<file path="src/rtl/pq_pkg.sv">
`default_nettype none
// ============================================================================
//  Module      : pq_pkg
//  Description : Shared types for the priority-queue core and its command
//                front-end: key/value entry, command opcode, queued command
//                word and the scheduler state encoding.
//  Contents    : kv_t          key/value entry exchanged with the core
//                op_t          command opcode (NOP/ENQ/DEQ/REP)
//                pq_cmd_t      one command FIFO entry {op, kv}
//                sched_state_t scheduler FSM states
//  Revision    : 1.0  initial release
// ============================================================================
package pq_pkg;

   localparam int KEY_W = 8;
   localparam int VAL_W = 8;

   typedef struct packed {
      logic [KEY_W-1:0] key;
      logic [VAL_W-1:0] val;
   } kv_t;

   typedef enum logic [1:0] {
      OP_NOP = 2'd0,
      OP_ENQ = 2'd1,
      OP_DEQ = 2'd2,
      OP_REP = 2'd3
   } op_t;

   typedef struct packed {
      op_t op;
      kv_t kv;
   } pq_cmd_t;

   typedef enum logic [1:0] {
      ST_IDLE   = 2'd0,
      ST_SETTLE = 2'd1,
      ST_WAIT   = 2'd2
   } sched_state_t;

endpackage
`default_nettype wire

</file>
<file path="src/rtl/pq_cmd_fifo.sv">
`default_nettype none
// ============================================================================
//  Module      : pq_cmd_fifo
//  Description : Small command FIFO in front of the scheduler. The head entry
//                is a combinational read of the storage array, so the
//                scheduler can decide on it in the same cycle it appears.
//  Ports       : clk     in   clock
//                rst     in   asynchronous active-high reset (empties FIFO)
//                push_i  in   write din_i at the tail
//                din_i   in   command word to write
//                pop_i   in   discard the head entry (ignored when empty)
//                head_o  out  current head entry
//                full_o  out  DEPTH entries stored
//                empty_o out  no entries stored
//  Revision    : 1.0  initial release
// ============================================================================
module pq_cmd_fifo
   import pq_pkg::*;
#(
   parameter int DEPTH = 4
) (
   input  logic    clk,
   input  logic    rst,
   input  logic    push_i,
   input  pq_cmd_t din_i,
   input  logic    pop_i,
   output pq_cmd_t head_o,
   output logic    full_o,
   output logic    empty_o
);

   localparam int AW = $clog2(DEPTH);

   pq_cmd_t         mem_q [DEPTH];
   logic [AW-1:0]   wr_ptr_q;
   logic [AW-1:0]   rd_ptr_q;
   logic [AW:0]     count_q;
   logic            do_push;
   logic            do_pop;

   assign full_o  = (count_q == (AW+1)'(DEPTH));
   assign empty_o = (count_q == '0);
   assign head_o  = mem_q[rd_ptr_q];

   // A push into a full FIFO is legal when the head leaves on the same edge.
   assign do_pop  = pop_i & ~empty_o;
   assign do_push = push_i & (~full_o | do_pop);

   // Pointers are AW bits wide and DEPTH is a power of two, so they wrap
   // modulo DEPTH on their own.
   always_ff @(posedge clk or posedge rst) begin
      if (rst) begin
         wr_ptr_q <= '0;
         rd_ptr_q <= '0;
         count_q  <= '0;
      end else begin
         if (do_push) wr_ptr_q <= wr_ptr_q + AW'(1);
         if (do_pop)  rd_ptr_q <= rd_ptr_q + AW'(1);
         case ({do_push, do_pop})
            2'b10:   count_q <= count_q + (AW+1)'(1);
            2'b01:   count_q <= count_q - (AW+1)'(1);
            default: ;
         endcase
      end
   end

   // Storage needs no reset: entries are only read once count_q covers them.
   always_ff @(posedge clk) begin
      if (do_push) mem_q[wr_ptr_q] <= din_i;
   end

endmodule
`default_nettype wire

</file>
<file path="src/rtl/pq_cmd_sched.sv">
`default_nettype none
// ============================================================================
//  Module      : pq_cmd_sched
//  Description : Command front-end for the priority-queue core. Buffers
//                ENQ/DEQ/REPLACE commands, issues each one to the core only
//                when it is legal, and returns dequeued entries through a
//                valid/ready result register.
//  Ports       : clk, rst                 clock, async active-high reset
//                cmd_valid/ready/op/kv    producer command channel
//                res_valid/ready/kv       consumer result channel
//                err                      pulse: command retired with no core op
//                pq_kvi/enq/deq/replace   core command strobes and data
//                pq_kvo/busy/full/empty   core status and top-of-queue entry
//  Revision    : 1.0  initial release
// ============================================================================
module pq_cmd_sched
   import pq_pkg::*;
#(
   parameter int DEPTH = 4
) (
   input  logic clk,
   input  logic rst,
   input  logic cmd_valid,
   output logic cmd_ready,
   input  op_t  cmd_op,
   input  kv_t  cmd_kv,
   output logic res_valid,
   input  logic res_ready,
   output kv_t  res_kv,
   output logic err,
   output kv_t  pq_kvi,
   output logic pq_enq,
   output logic pq_deq,
   output logic pq_replace,
   input  kv_t  pq_kvo,
   input  logic pq_busy,
   input  logic pq_full,
   input  logic pq_empty
);

   sched_state_t state_q, state_d;

   pq_cmd_t head;
   logic    fifo_full;
   logic    fifo_empty;
   logic    fifo_push;
   logic    fifo_pop;

   logic    pq_enq_q, pq_enq_d;
   logic    pq_deq_q, pq_deq_d;
   logic    pq_rep_q, pq_rep_d;
   logic    err_q,    err_d;
   logic    res_valid_q;
   kv_t     res_kv_q;
   kv_t     pq_kvi_q;

   assign cmd_ready = ~fifo_full;
   assign fifo_push = cmd_valid & cmd_ready;

   pq_cmd_fifo #(
      .DEPTH (DEPTH)
   ) u_fifo (
      .clk     (clk),
      .rst     (rst),
      .push_i  (fifo_push),
      .din_i   ({cmd_op, cmd_kv}),
      .pop_i   (fifo_pop),
      .head_o  (head),
      .full_o  (fifo_full),
      .empty_o (fifo_empty)
   );

   // Issue decision. Everything here is evaluated only in IDLE; the strobes
   // it produces are registered, so the core sees them one cycle later while
   // the FSM sits in SETTLE.
   always_comb begin
      state_d  = state_q;
      fifo_pop = 1'b0;
      pq_enq_d = 1'b0;
      pq_deq_d = 1'b0;
      pq_rep_d = 1'b0;
      err_d    = 1'b0;
      case (state_q)
         ST_IDLE: begin
            if (!fifo_empty && !pq_busy) begin
               case (head.op)
                  OP_ENQ: begin
                     // A full core stalls the head; the command is never dropped.
                     if (!pq_full) begin
                        pq_enq_d = 1'b1;
                        fifo_pop = 1'b1;
                        state_d  = ST_SETTLE;
                     end
                  end
                  OP_DEQ, OP_REP: begin
                     if (pq_empty) begin
                        fifo_pop = 1'b1;
                        err_d    = 1'b1;
                     end else if (!res_valid_q) begin
                        // Holding off while a result is pending guarantees the
                        // capture below never collides with a consumer clear.
                        fifo_pop = 1'b1;
                        state_d  = ST_SETTLE;
                        if (head.op == OP_DEQ) pq_deq_d = 1'b1;
                        else                   pq_rep_d = 1'b1;
                     end
                  end
                  default: begin
                     fifo_pop = 1'b1;
                     err_d    = 1'b1;
                  end
               endcase
            end
         end
         // One dead cycle so the core has time to raise busy before WAIT looks.
         ST_SETTLE: state_d = ST_WAIT;
         ST_WAIT:   if (!pq_busy) state_d = ST_IDLE;
         default:   state_d = ST_IDLE;
      endcase
   end

   always_ff @(posedge clk or posedge rst) begin
      if (rst) begin
         state_q     <= ST_IDLE;
         pq_enq_q    <= 1'b0;
         pq_deq_q    <= 1'b0;
         pq_rep_q    <= 1'b0;
         err_q       <= 1'b0;
         res_valid_q <= 1'b0;
         res_kv_q    <= '0;
         pq_kvi_q    <= '0;
      end else begin
         state_q  <= state_d;
         pq_enq_q <= pq_enq_d;
         pq_deq_q <= pq_deq_d;
         pq_rep_q <= pq_rep_d;
         err_q    <= err_d;
         if (pq_enq_d || pq_rep_d) pq_kvi_q <= head.kv;
         // The top entry is taken from the core before it acts on the strobe.
         if (pq_deq_d || pq_rep_d) begin
            res_valid_q <= 1'b1;
            res_kv_q    <= pq_kvo;
         end else if (res_valid_q && res_ready) begin
            res_valid_q <= 1'b0;
         end
      end
   end

   assign res_valid  = res_valid_q;
   assign res_kv     = res_kv_q;
   assign err        = err_q;
   assign pq_kvi     = pq_kvi_q;
   assign pq_enq     = pq_enq_q;
   assign pq_deq     = pq_deq_q;
   assign pq_replace = pq_rep_q;

endmodule
`default_nettype wire

</file>
<file path="config.mk">
export PLATFORM = sky130hd
export DESIGN_NAME = pq_cmd_sched
export DESIGN_NICKNAME = d
export VERILOG_FILES = /design/src/rtl/pq_pkg.sv /design/src/rtl/pq_cmd_fifo.sv /design/src/rtl/pq_cmd_sched.sv
export SDC_FILE = /design/constraint.sdc
export NUM_CORES = 1
export LEC_CHECK = 0
export CORE_MARGIN = 4
export CORE_UTILIZATION = 56
export CTS_BUF_LIST = sky130_fd_sc_hd__clkbuf_4 sky130_fd_sc_hd__clkbuf_8 sky130_fd_sc_hd__clkbuf_16
export CTS_CLUSTER_SIZE = 8
export DETAILED_ROUTE_END_ITERATION = 10
export HOLD_SLACK_MARGIN = 0.06
export PLACE_DENSITY_LB_ADDON = 0.2
export SETUP_SLACK_MARGIN = 0.2
export SYNTH_ARGS = -nofsm -noshare
export SYNTH_HDL_FRONTEND = slang
export SYNTH_SLANG_ARGS = --single-unit
</file>
<file path="constraint.sdc">
create_clock -name clk -period 5.35 [get_ports clk]
set_input_delay 1.07 -clock clk [delete_from_list [all_inputs] [get_ports clk]]
set_output_delay 1.07 -clock clk [all_outputs]
set_load 0.005 [all_outputs]
</file>
==> impl_metrics.toml, run 1 <==
[place]
port_buffers = 78
dp_hpwl_mm = 5.01
gp_congestion = 0.777

[clocking]
clockBufferDepth = 2
hold_buffers = 0
cts_tree = "done"
ctsResizeCount = 0
root_buffer = "clkbuf_8"
cts_max_level = 4
post_cts_buffers = 0
cts_made_buffers = 17
clkTransAtPathRegs_ns = 0.06
clock_latency_ns = 0.50
clock-sinks = 118

[synthesis]
syn_area_mm2 = 0.00459
yosys.area.top_type = "edfxtp_1"
ys_async_sr_fraction = 0.390
synth_seq_cells = 118
synth_edf_count = 72
synth_cells = 234
synth-main-ff-cell = "edfxtp_1"
syn_nets = 281
synth_area_leaders = "edfxtp_1 (47%), dfrtp_1 (25%), mux4_2 (8.8%)"
synth_cell_types = 36
seq_area_frac_synth = 0.722
avgSynthCellArea_um2 = 19.6
yosysTopAreaCellShare = 0.471
yosys_warnings = 0

[finish]
diodes = 0
syn_to_final_growth_pct = 33.3
final_common_cell = "clkdlybuf4s50_1"
post-route-util = 0.779
nets = 372
drive_gt1_frac = 0.266
layout_common_cells = "clkdlybuf4s50_1 (78), edfxtp_1 (72), dfrtp_1 (46)"

[floorplanning]
die_width_um = 98.5
start_util = 0.585
num_rows = 32
die_area_mm2 = 0.00971
core_mm2 = 0.00785
fp.dieH_um = 98.5
ios = 79

[timing]
final-setup-viol-count = 0
slew_violations = 0
fin_crit_ns = 3.25
fin_tns_setup_ns = 0
worst_pin_slew_ns = 1.02
max_freq_mhz = 308
rsz0062_at_grt = "no"
finalCritPeriodShare = 0.607
hold_viol = 0
clock_skew_ns = 0.00579
slew_headroom = 0.320

[power_and_ir_drop]
p_leak_uw = 0.00234
ir_worst_vdd_mv = 0.439
p_per_area_mw_per_mm2 = 608
power_uw = 3720

[setup_path]
crit_slowest_cell = "dfrtp_1"
cp_cell_sequence = "buf_4 -> mux4_2 -> nand3b_1 -> nand2_1 -> a31oi_1 -> ha_1 -> inv_1 -> fa_1 -> xor2_1 -> nor2_1 -> xor2_1"
cp_max_fo = 12
worstPathRequired_ns = 5.77
cpMostUsedCell = "xor2_1"
ff2ff_setup_slack_ns = 2.10
crit_path_end_kind = "register"
arrival_ns = 3.66
startpoint_type = "register"
critPathKind = "reg2reg"
cpPeakStageDelay_ns = 0.66

[drt]
drt_iter0_markers = 113
via_per_inst = 5.48
wl_per_cell_um = 18.9
route.detailed.drc = 0
routed_wl_mm = 8.33
antenna_left = 0
drtPass1Iterations = 4
vias = 2409

[global_route]
overflow = 0
antenna_found_initial = 0
grt_max_degree = 47
grt_first_pass_wirelength_mm = 13.4
first_global_vias = 2541
grtUsageTotal = 0.186

[flow_run]
drv_cap = 0

[run_status]
status = "complete, no violations"

[hold_path]
holdCritPathClass = "reg2reg"
==> sequential cells by signal, indices dropped and copies added (netlist names) <==
register / count
u_fifo.mem_q: 72
pq_kvi: 16
res_kv: 16
u_fifo.count_q: 3
state_q: 2
u_fifo.rd_ptr_q: 2
u_fifo.wr_ptr_q: 2
err: 1
pq_deq: 1
pq_enq: 1
pq_replace: 1
res_valid: 1
==> worst max-delay path: cells and delay by family (launching register included) <==
kind / cells / cell delay, ns
buf+inv: 2 / 0.43
simple gates: 3 / 0.37
flops: 1 / 0.66
fa+ha+maj: 2 / 0.57
mux: 1 / 0.64
compound gates: 1 / 0.17
xor+xnor: 2 / 0.33
==> power breakdown <==
part	total, uW	internal (uW)	switching [uW]
logic	1040	643	394
registers	1440	1260	174
clock network	1240	858	384
total	3720	2770	952
==> final cells by class <==
class	count	area, um^2
fillers	451	1730
well taps	102	128
clock inverters	13	228
inverters	10	37.5
clock buffers	19	429
multi-input cells	99	1190
flip-flops and latches	118	3310
repair buffers	79	788
==> synthesized netlist by cell type (all sizes together), types with 2 or more instances <==
library cell	n
mux2i	2
buf	5
edfxtp	72
nor2	7
and2	2
nor3	2
nand3	3
mux2	34
and3	5
mux4	18
ha	5
inv	10
a21oi	2
nand2	3
clkbuf	2
dfrtp	46
xor2	2
xnor2	3
==> kinds of logic after synthesis <==
group,after synthesis,synth area share
flip-flops,118,0.722
multiplexers,54,0.184
AND/OR/NAND/NOR,26,0.0333
buffers and inverters,17,0.0183
AO/OA/AOI/OAI,8,0.0145
adder cells (fa/ha/maj),6,0.0180
XOR/XNOR,5,0.00955
==> through the flow <==
step,setup WS [ns],area (um^2),hold WS [ns],instances
floorplan,2.55,4590,0.460,234
global placement,1.96,5460,0.481,408
detailed placement,1.85,5460,0.490,408
CTS,2.07,6110,0.498,440
global route,1.84,6110,0.508,440
finish,2.10,6110,0.499,440
==> final timing paths <==
kind	from	to	depth (start not counted)
hold / removal	u_fifo.count_q[0]	u_fifo.count_q[0]	1
max in group asynchronous	rst	pq_kvi[2]	2
min in group asynchronous	rst	u_fifo.rd_ptr_q[0]	2
setup reg to reg	u_fifo.rd_ptr_q[0]	u_fifo.count_q[2]	11
setup / recovery	u_fifo.rd_ptr_q[0]	u_fifo.count_q[2]	11
hold reg to reg	u_fifo.count_q[0]	u_fifo.count_q[0]	1
==> per-layer routing <==
metal	GRT usage	vias up	wire length [um]
li1	-	1092	-
met2	0.296	97	4130
met4	0.0746	0	117
met5	0	-	0
met3	0.0623	12	593
met1	0.236	1208	3490
Note: power is estimated with default switching activity, not from simulation.
==> run 2, diff against run 1 <==
CORE_UTILIZATION = 52   (was 56)
clock period = 3.27 ns   (was 5.35 ns; I/O delays follow)
==> impl_metrics.toml, run 2 (synthesized netlist as in run 1, its figures left out) <==
[setup_path]
crit_family = "multiplexers"
worstReg2RegStart = "u_fifo.rd_ptr_q[0]"
cp_cell_sequence = "buf_4 -> mux4_2 -> a31oi_1 -> ha_1 -> inv_1 -> fa_1 -> xor2_1 -> nor2_1 -> xor2_1"
rr_endpoint = "u_fifo.count_q[2]"
ff2ff_setup_slack_ns = 0.64
rr_worst_depth = 9
startpoint_type = "register"
crit_path_end_kind = "register"
crit_slowest_cell = "mux4_2"
critPathKind = "reg2reg"
arrival_ns = 3.05
path_buf_inv = 2
cp_max_fo = 12
cpPeakStageDelay_ns = 0.62
cpMostUsedCell = "xor2_1"
worstPathRequired_ns = 3.69

[floorplanning]
num_rows = 34
fp.dieH_um = 102
die_width_um = 102
core_mm2 = 0.00864
start_util = 0.531
ios = 79
die_area_mm2 = 0.0104

[finish]
syn_to_final_growth_pct = 33.6
layout_common_cells = "clkdlybuf4s50_1 (78), edfxtp_1 (72), dfrtp_1 (46)"
diodes = 0
largest_register_ffs = 72
regMostFlops = "u_fifo.mem_q"
drive_gt1_frac = 0.280
final_common_cell = "clkdlybuf4s50_1"
nets = 380

[global_route]
first_global_vias = 2612
grtUsageTotal = 0.178
grt_max_degree = 47
grt_first_pass_wirelength_mm = 13.5
antenna_found_initial = 0
overflow = 0

[power_and_ir_drop]
p_leak_uw = 0.00236
netSwitchingPower_uw = 1560
ir_worst_vdd_mv = 0.520
p_sw_frac = 0.262
p_int_uw = 4390
p_per_area_mw_per_mm2 = 971
combPwrFrac = 0.302
p_clk_frac = 0.314
power.share.sequential = 0.384

[clocking]
clockBufferDepth = 2
root_buffer = "clkbuf_8"
post_cts_buffers = 0
cts_tree = "done"
ctsResizeCount = 0
clkTransAtPathRegs_ns = 0.06
cts_max_level = 4
clock_latency_ns = 0.50
cts_made_buffers = 17
hold_buffers = 0
clock-sinks = 118

[timing]
hold_viol = 0
finalCritPeriodShare = 0.803
slew_headroom = 0.342
max_freq_mhz = 381
worst_pin_slew_ns = 0.986
clock_skew_ns = 0.00578
slew_violations = 0
fin_crit_ns = 2.63
final-setup-viol-count = 0
whs_ns = 0.502
rsz0062_at_grt = "no"
fin_tns_setup_ns = 0

[place]
gp_congestion = 0.740
dp_hpwl_mm = 5.19
port_buffers = 78

[hold_path]
min-delay-start = "res_kv[10]"
hold_depth = 1
holdCritPathClass = "reg2reg"
whs_endpoint = "res_kv[10]"

[flow_run]
drv_cap = 0

[run_status]
status = "complete, no violations"

[drt]
routed_wl_mm = 8.33
via_per_inst = 5.29
route.detailed.drc = 0
drt_iter0_markers = 74
drtPass1Iterations = 4
vias = 2402
wl_per_cell_um = 18.3
antenna_left = 0
==> run 2: changes by cell type in the layout (fill, tap and decap cells not counted) <==
cell        delta
buf_4          +8
bufinv_16      -2
clkinv_2       +2
clkbuf_4       -1
clkinv_1       +1
clkinv_4       +1
clkinvlp_4     -1
==> run 2: worst max-delay path by stage <==
stage,cells past startpoint,slack (ns),endpoint,from
global route,9,0.46,u_fifo.count_q[2],u_fifo.rd_ptr_q[0]
global placement,10,0.58,u_fifo.count_q[2],pq_busy
CTS,9,0.60,u_fifo.count_q[2],u_fifo.rd_ptr_q[0]
detailed placement,10,0.52,u_fifo.count_q[2],pq_busy
finish,9,0.64,u_fifo.count_q[2],u_fifo.rd_ptr_q[0]
floorplan,11,0.71,u_fifo.count_q[2],u_fifo.rd_ptr_q[0]
==> run 2: worst register-to-register path, stage by stage, from the launching register on <==
cell	delay [ns]
dfrtp_1	0.38
buf_4	0.27
mux4_2	0.62
a31oi_1	0.23
ha_1	0.21
inv_1	0.06
fa_1	0.37
xor2_1	0.15
nor2_1	0.11
xor2_1	0.15
==> run 2: cell type report <==
cell class	count	area (um^2)
Sequential cell	118	3310
Fill cell	534	2510
Multi-Input combinational cell	99	1190
Timing Repair Buffer	87	848
Clock buffer	18	422
Clock inverter	14	183
Tap cell	108	135
Inverter	10	37.5
==> run 2: power by group through the flow <==
stage                     Clock, uW  Sequential [uW]  Combinational [uW]
after global routing           1980             2340                1960
after floorplan                   0             2270                1070
after CTS                      1910             2290                1840
final                          1870             2290                1800
after detailed placement          0             2310                1820
after global placement            0             2290                1790
==> run 2: metal layers <==
metal / routed length, um / track usage / up-vias
met4: 100 / 0.0676 / 0
met5: 0 / 0 / -
li1: - / - / 1097
met2: 4190 / 0.301 / 78
met1: 3480 / 0.214 / 1218
met3: 558 / 0.0573 / 9
==> run 2: metrics by stage <==
| stage | std cells | total power, uW | worst slack (ns) | util | cell area (um^2) |
|---|---|---|---|---|---|
| after detailed placement | 422 | 4130 | 0.521 | 0.640 | 5530 |
| after global placement | 422 | 4080 | 0.584 | 0.640 | 5530 |
| after floorplan | 234 | 3340 | 0.705 | - | 4590 |
| after CTS | 454 | 6030 | 0.601 | 0.710 | 6130 |
| after global routing | 454 | 6280 | 0.462 | 0.710 | 6130 |
| final | 454 | 5950 | 0.644 | 0.710 | 6130 |
